===== config.mk =====
export PLATFORM = sky130hd
export DESIGN_NAME = noc_pkt_injector_flat
export DESIGN_NICKNAME = d
export VERILOG_FILES = /design/src/rtl/noc_pkg.sv /design/src/rtl/noc_pkt_injector_if.sv /design/src/rtl/pkt_fifo.sv /design/src/rtl/noc_pkt_injector.sv /design/src/flat_wrapper.sv
export SDC_FILE = /design/constraint.sdc
export NUM_CORES = 1
export LEC_CHECK = 0
export ABC_AREA = 1
export CORE_ASPECT_RATIO = 0.5
export CORE_UTILIZATION = 50
export CTS_CLUSTER_SIZE = 28
export DETAILED_ROUTE_END_ITERATION = 10
export GPL_TIMING_DRIVEN = 0
export PLACE_DENSITY = 0.73
export SLEW_MARGIN = 25
export SYNTH_ARGS = -nofsm -noshare
export SYNTH_HDL_FRONTEND = slang
export SYNTH_SLANG_ARGS = --single-unit

===== constraint.sdc =====
create_clock -name clk -period 5 [get_ports clk]
set_clock_uncertainty 0.15 [all_clocks]
set_input_delay 1 -clock clk [delete_from_list [all_inputs] [get_ports clk]]
set_output_delay 1 -clock clk [all_outputs]
set_load 0.02 [all_outputs]

===== src/rtl/noc_pkg.sv =====
// Shared definitions for the NoC packet injector: packet type codes,
// packet field positions and the handshake FSM state encoding.
package noc_pkg;

  localparam int PKT_W = 32;

  localparam logic [2:0] PKT_FILTER = 3'b000;
  localparam logic [2:0] PKT_IFMAP  = 3'b001;
  localparam logic [2:0] PKT_PSUM   = 3'b010;

  localparam int TYPE_MSB = 31;
  localparam int TYPE_LSB = 29;
  localparam int DST_MSB  = 28;
  localparam int DST_LSB  = 21;
  localparam int SRC_MSB  = 20;
  localparam int SRC_LSB  = 13;
  localparam int DATA_MSB = 12;
  localparam int DATA_LSB = 0;

  typedef enum logic [1:0] {
    IDLE,
    SETUP,
    REQ_HI,
    REQ_LO
  } inj_state_t;

endpackage


===== src/rtl/noc_pkt_injector_if.sv =====
// PE-side valid/ready port plus the 4-phase bundled-data channel toward
// the router. master = the injector, slave = the PE/router environment.
interface noc_pkt_injector_if;
  import noc_pkg::*;

  logic             in_valid;
  logic             in_ready;
  logic [2:0]       in_type;
  logic [7:0]       in_dst;
  logic [12:0]      in_data;
  logic             pkt_req;
  logic [PKT_W-1:0] pkt_data;
  logic             pkt_ack;

  modport master (
    input  in_valid, in_type, in_dst, in_data, pkt_ack,
    output in_ready, pkt_req, pkt_data
  );

  modport slave (
    output in_valid, in_type, in_dst, in_data, pkt_ack,
    input  in_ready, pkt_req, pkt_data
  );

endinterface


===== src/rtl/pkt_fifo.sv =====
// Synchronous first-word-fall-through FIFO; DEPTH must be a power of two.
// Writes when full and reads when empty are ignored.
module pkt_fifo #(
  parameter int WIDTH = 32,
  parameter int DEPTH = 4
) (
  input  logic                     clk,
  input  logic                     rst_n,
  input  logic                     wr_en,
  input  logic [WIDTH-1:0]         wr_data,
  output logic                     full,
  input  logic                     rd_en,
  output logic [WIDTH-1:0]         rd_data,
  output logic                     empty,
  output logic [$clog2(DEPTH):0]   count
);

  localparam int AW = $clog2(DEPTH);

  logic [WIDTH-1:0] mem_q [DEPTH];
  logic [AW-1:0]    wr_ptr_q, wr_ptr_d;
  logic [AW-1:0]    rd_ptr_q, rd_ptr_d;
  logic [AW:0]      count_q, count_d;
  logic             do_wr, do_rd;

  // Power-of-two depth: the count MSB alone marks full.
  assign full    = count_q[AW];
  assign empty   = (count_q == '0);
  assign count   = count_q;
  assign rd_data = mem_q[rd_ptr_q];
  assign do_wr   = wr_en & ~full;
  assign do_rd   = rd_en & ~empty;

  always_comb begin
    // NOTE: every output of a combinational block gets a default first so no latch is inferred.
    wr_ptr_d = wr_ptr_q;
    rd_ptr_d = rd_ptr_q;
    count_d  = count_q;
    if (do_wr) wr_ptr_d = wr_ptr_q + AW'(1);
    if (do_rd) rd_ptr_d = rd_ptr_q + AW'(1);
    unique case ({do_wr, do_rd})
      2'b10:   count_d = count_q + (AW+1)'(1);
      2'b01:   count_d = count_q - (AW+1)'(1);
      default: count_d = count_q;
    endcase
  end

  always_ff @(posedge clk or negedge rst_n) begin
    // NOTE: sequential state uses non-blocking assignments so all flops update together.
    if (!rst_n) begin
      wr_ptr_q <= '0;
      rd_ptr_q <= '0;
      count_q  <= '0;
    end else begin
      wr_ptr_q <= wr_ptr_d;
      rd_ptr_q <= rd_ptr_d;
      count_q  <= count_d;
    end
  end

  // NOTE: storage is not reset; the pointers and count alone define which entries are valid.
  always_ff @(posedge clk) begin
    if (do_wr) mem_q[wr_ptr_q] <= wr_data;
  end

endmodule


===== src/rtl/noc_pkt_injector.sv =====
// PE-side packet injector: stamps payloads with this node's address, queues
// them, and sends each one over the router's 4-phase local_in channel.
module noc_pkt_injector
  import noc_pkg::*;
#(
  parameter int         WIDTH_PKT   = 32,
  parameter logic [2:0] ADDRX       = 3'd0,
  parameter logic [4:0] ADDRY       = 5'd0,
  parameter int         DEPTH       = 4,
  parameter int         SYNC_STAGES = 2
) (
  input  logic                  clk,
  input  logic                  rst_n,
  noc_pkt_injector_if.master    io,
  output logic                  busy,
  output logic [15:0]           sent_cnt
);

  logic [WIDTH_PKT-1:0]       wr_pkt, head_pkt;
  logic                       fifo_full, fifo_empty, pop;
  logic [$clog2(DEPTH):0]     fifo_count;

  logic [SYNC_STAGES-1:0]     ack_sync_q, ack_sync_d;
  logic                       ack_s;

  inj_state_t                 state_q, state_d;
  logic                       pkt_req_q, pkt_req_d;
  logic [WIDTH_PKT-1:0]       pkt_data_q, pkt_data_d;
  logic [15:0]                sent_cnt_q, sent_cnt_d;

  // The packet is assembled as it enters the FIFO.
  always_comb begin
    wr_pkt                    = '0;
    wr_pkt[TYPE_MSB:TYPE_LSB] = io.in_type;
    wr_pkt[DST_MSB:DST_LSB]   = io.in_dst;
    wr_pkt[SRC_MSB:SRC_LSB]   = {ADDRY, ADDRX};
    wr_pkt[DATA_MSB:DATA_LSB] = io.in_data;
  end

  pkt_fifo #(
    .WIDTH (WIDTH_PKT),
    .DEPTH (DEPTH)
  ) u_fifo (
    .clk     (clk),
    .rst_n   (rst_n),
    .wr_en   (io.in_valid),
    .wr_data (wr_pkt),
    .full    (fifo_full),
    .rd_en   (pop),
    .rd_data (head_pkt),
    .empty   (fifo_empty),
    .count   (fifo_count)
  );

  assign io.in_ready = ~fifo_full;

  // pkt_ack comes from the router's clock domain; only ack_s is used below.
  assign ack_sync_d = {ack_sync_q[SYNC_STAGES-2:0], io.pkt_ack};
  assign ack_s      = ack_sync_q[SYNC_STAGES-1];

  always_ff @(posedge clk or negedge rst_n) begin
    if (!rst_n) ack_sync_q <= '0;
    else        ack_sync_q <= ack_sync_d;
  end

  // ack_s seen in IDLE or SETUP is a protocol error and is deliberately ignored.
  always_comb begin
    state_d    = state_q;
    pkt_req_d  = pkt_req_q;
    pkt_data_d = pkt_data_q;
    sent_cnt_d = sent_cnt_q;
    pop        = 1'b0;
    unique case (state_q)
      IDLE: begin
        if (!fifo_empty) begin
          pop        = 1'b1;
          pkt_data_d = head_pkt;
          state_d    = SETUP;
        end
      end
      SETUP: begin
        pkt_req_d = 1'b1;
        state_d   = REQ_HI;
      end
      REQ_HI: begin
        if (ack_s) begin
          pkt_req_d = 1'b0;
          state_d   = REQ_LO;
        end
      end
      REQ_LO: begin
        if (!ack_s) begin
          sent_cnt_d = sent_cnt_q + 16'd1;
          if (!fifo_empty) begin
            pop        = 1'b1;
            pkt_data_d = head_pkt;
            state_d    = SETUP;
          end else begin
            state_d = IDLE;
          end
        end
      end
      default: state_d = IDLE;
    endcase
  end

  always_ff @(posedge clk or negedge rst_n) begin
    if (!rst_n) begin
      state_q    <= IDLE;
      pkt_req_q  <= 1'b0;
      pkt_data_q <= '0;
      sent_cnt_q <= '0;
    end else begin
      state_q    <= state_d;
      pkt_req_q  <= pkt_req_d;
      pkt_data_q <= pkt_data_d;
      sent_cnt_q <= sent_cnt_d;
    end
  end

  assign io.pkt_req  = pkt_req_q;
  assign io.pkt_data = pkt_data_q;
  assign sent_cnt    = sent_cnt_q;
  assign busy        = (fifo_count != '0) | (state_q != IDLE);

endmodule


===== src/flat_wrapper.sv =====
// flat-port wrapper written by rule: the top's interface ports become plain ports
module noc_pkt_injector_flat import noc_pkg::*;
#(
  parameter int         WIDTH_PKT   = 32,
  parameter logic [2:0] ADDRX       = 3'd0,
  parameter logic [4:0] ADDRY       = 5'd0,
  parameter int         DEPTH       = 4,
  parameter int         SYNC_STAGES = 2
)
  (clk, rst_n, busy, sent_cnt, io_in_valid, io_in_type, io_in_dst, io_in_data, io_pkt_ack, io_in_ready, io_pkt_req, io_pkt_data);
  noc_pkt_injector_if io_i ();
  input  logic clk;
  input  logic rst_n;
  output logic busy;
  output logic [15:0] sent_cnt;
  input wire logic [$bits(io_i.in_valid)-1:0] io_in_valid;
  input wire logic [$bits(io_i.in_type)-1:0] io_in_type;
  input wire logic [$bits(io_i.in_dst)-1:0] io_in_dst;
  input wire logic [$bits(io_i.in_data)-1:0] io_in_data;
  input wire logic [$bits(io_i.pkt_ack)-1:0] io_pkt_ack;
  output wire logic [$bits(io_i.in_ready)-1:0] io_in_ready;
  output wire logic [$bits(io_i.pkt_req)-1:0] io_pkt_req;
  output wire logic [$bits(io_i.pkt_data)-1:0] io_pkt_data;
  assign io_i.in_valid = io_in_valid;
  assign io_i.in_type = io_in_type;
  assign io_i.in_dst = io_in_dst;
  assign io_i.in_data = io_in_data;
  assign io_i.pkt_ack = io_pkt_ack;
  assign io_in_ready = io_i.in_ready;
  assign io_pkt_req = io_i.pkt_req;
  assign io_pkt_data = io_i.pkt_data;
  noc_pkt_injector #(.WIDTH_PKT(WIDTH_PKT), .ADDRX(ADDRX), .ADDRY(ADDRY), .DEPTH(DEPTH), .SYNC_STAGES(SYNC_STAGES)) u_core (.clk(clk), .rst_n(rst_n), .io(io_i), .busy(busy), .sent_cnt(sent_cnt));
endmodule

==> flow_metrics.py <==
metrics = {
    "run_status": {
        "status": "complete, no violations",
    },
    "cells_and_area": {
        "instances_no_fill": 809,
        "multi_input_area_um2": 1600,
        "n_antenna_cell": 0,
        "design_area_um2": 7750,
        "final_util": 0.654,
        "fillers": 898,
        "drive_gt1_frac": 0.110,
        "final_nets": 671,
        "final-seq-area_um2": 4180,
        "area_growth_syn_to_layout_pct": 26.9,
    },
    "grt": {
        "antenna_found_initial": 0,
        "grt_pass1_vias": 3802,
        "grt_max_degree": 38,
        "grt-ovfl-total": 0,
        "grt_use_total": 0.210,
        "grt_pass1_wl_mm": 19.3,
    },
    "routing": {
        "drtPass1Iterations": 5,
        "drt_iter0_markers": 285,
        "route.vias.total": 3959,
        "drc_errors": 0,
        "wl_per_cell_um": 15.0,
        "postRouteAntennaNets": 0,
        "via_per_inst": 4.89,
        "drt_wl_total_mm": 12.2,
    },
    "place": {
        "placed_area_um2": 7190,
        "routabilityCongestion": 0.763,
        "dpl.cell_count": 777,
        "dp_hpwl_mm": 8.05,
        "pre_cts_slack_ns": 1.85,
        "portBuffers": 70,
    },
    "die": {
        "fp.dieH_um": 80.2,
        "die_x_um": 158,
        "start_util": 0.516,
        "fp-row-count": 28,
        "dieArea_um2": 12700,
        "core_area_um2": 11800,
        "ioPinCount": 79,
    },
    "logic_synthesis": {
        "yosysTopAreaCell": "edfxtp_1",
        "synthXorXnorAreaFrac": 0.0229,
        "yosysMostFrequentCell": "edfxtp_1",
        "synth-simple-area-share": 0.112,
        "async_reset_ff_frac": 0.351,
        "synthTopCellsByCount": "96 x edfxtp_1, 89 x nor2_1, 68 x o21ai_0",
        "synthCells": 530,
        "synth_area_leaders": "edfxtp_1 47%, dfrtp_1 21%, o21ai_0 5.6%, nor2_1 5.5%, inv_1 3.2%",
        "synthMuxAreaShare": 0.00184,
        "ys_types": 30,
        "synth_flop_cell": "edfxtp_1",
        "synth_compound_area_frac": 0.0889,
        "synthAdderAreaFrac": 0.0258,
        "synth_edf_count": 96,
        "synth-seq-cells": 148,
        "yosys_warnings": 0,
        "synth_top_area_share": 0.472,
        "synth_top_family_by_area": "simple AND/OR/NAND/NOR gates",
        "ys_seq_area_frac": 0.685,
        "mappedNetlistArea_um2": 6110,
        "postSynthAreaPerCell_um2": 11.5,
    },
    "sta": {
        "rsz0062_at_grt": "false",
        "setup_slack_ns": 2.00,
        "final_max_slew_viol_count": 0,
        "fin_crit_sh": 0.601,
        "holdWs_ns": 0.203,
        "setup_viol": 0,
        "relSlewSlack": 0.616,
        "finalCriticalPeriod_ns": 3.00,
        "finalSetupTns_ns": 0,
        "tightestPinTransition_ns": 0.576,
        "max_freq_ghz": 0.333,
        "hold_viol": 0,
    },
    "worst_setup_path": {
        "worstPathArrival_ns": 1.85,
        "crit_family": "buffers and inverters",
        "reg2reg_to": "u_core.u_fifo.count[2]",
        "start_kind": "register",
        "critical-path-max-stage-delay_ns": 0.61,
        "reg2reg_from": "u_core.state_q[1]",
        "worstSetupPathType": "register to output pin",
        "endpoint_kind": "output pin",
        "r2r_cells": 11,
        "cp_num_buf_inv": 2,
        "crit_chain": "inv_1 -> ha_1 -> nand2_1 -> clkdlybuf4s50_1",
        "crit_path_max_fanout": 5,
        "r2r_slack_ns": 2.49,
        "cp.required_ns": 3.85,
        "cp_slowest_cell": "clkdlybuf4s50_1",
    },
    "cts": {
        "clock_latency_ns": 0.41,
        "cts_setup_buffers": 0,
        "cts_tree": "yes",
        "clk_pin_slew_ns": 0.06,
        "cts_sinks": 148,
        "cts_buffers": 17,
        "cts_resized": 0,
        "root_buffer": "clkbuf_16",
        "cts_buffer_depth": 2,
        "ctsHoldBuffers": 0,
        "htreeDepth": 4,
    },
    "pwr": {
        "finalPower_mw": 4.78,
        "p_leak_nw": 3.07,
        "powerDensity_nw_per_um2": 617,
        "ir_worst_vdd_v": 0.000317,
    },
    "min_path": {
        "hp-start": "u_core.ack_sync_q[0]",
        "min_path_type": "register to register",
        "hold_depth": 0,
        "min_to": "u_core.ack_sync_q[1]",
    },
    "job": {
        "max_cap_violations": 0,
    },
}
==> how the worst max path moves through the flow <==
stage                       from                   endpoint  slack, ns  cells past startpoint
2_1_floorplan        io_in_valid  u_core.u_fifo.mem_q[0][0]       2.23                      2
3_3_place_gp         io_in_valid  u_core.u_fifo.mem_q[3][7]       0.91                      3
3_5_place_dp         io_in_valid     u_core.u_fifo.count[2]       1.85                      8
4_1_cts        u_core.state_q[1]                       busy       1.99                      4
5_1_grt        u_core.state_q[1]                       busy       1.92                      4
6_report       u_core.state_q[1]                       busy       2.00                      4
==> logic make-up (layout without fill, tap and decap cells) <==
family / Yosys count / after routing
AO/OA/AOI/OAI: 108 / 108
XOR/XNOR: 16 / 16
adder cells (fa/ha/maj): 12 / 12
buffers and inverters: 83 / 190
flip-flops: 148 / 148
multiplexers: 1 / 1
other: 1 / 8
AND/OR/NAND/NOR: 161 / 161
==> per-layer routing <==
metal  routed length [um]  global-route usage  vias up
met5                    0                   0        -
met4                  108              0.0817        0
met3                  697              0.0572       12
met2                 5690               0.332      126
met1                 5670               0.276     1870
li1                     -                   -     1951
==> final cells by class <==
cell class / instances / area share
Inverter: 55 / 0.0266
Clock buffer: 20 / 0.0589
Timing Repair Buffer: 75 / 0.105
Sequential cell: 148 / 0.540
Buffer: 28 / 0.0228
Multi-Input combinational cell: 306 / 0.206
Clock inverter: 12 / 0.0136
Tap cell: 165 / 0.0266
==> flip-flops by register name (all words and copies together), names as in the netlist <==
name / count
u_core.state_q: 2
u_core.u_fifo.wr_ptr_q: 2
u_core.io.pkt_req: 1
u_core.sent_cnt: 16
u_core.ack_sync_q: 2
u_core.io.pkt_data: 24
u_core.u_fifo.rd_ptr_q: 2
u_core.u_fifo.mem_q: 96
u_core.u_fifo.count: 3
==> power breakdown <==
| part | internal [mW] | switching, mW |
|---|---|---|
| clock | 0.710 | 0.488 |
| combinational | 0.709 | 1.14 |
| sequential | 1.60 | 0.127 |
| total | 3.02 | 1.76 |
==> cell usage in the layout (no fill, tap or decap), types with 6 or more instances in the layout <==
cell,instances
buf_4,13
clkbuf_1,10
clkbuf_16,17
clkdlybuf4s50_1,69
conb_1,8
dfrtp_1,52
edfxtp_1,96
ha_1,11
inv_1,52
nand2_1,52
nand3_1,8
nor2_1,85
nor2_4,7
o21ai_0,68
o21ai_1,34
xnor2_1,6
xor2_1,10
Power figures use the tool's default switching activity.
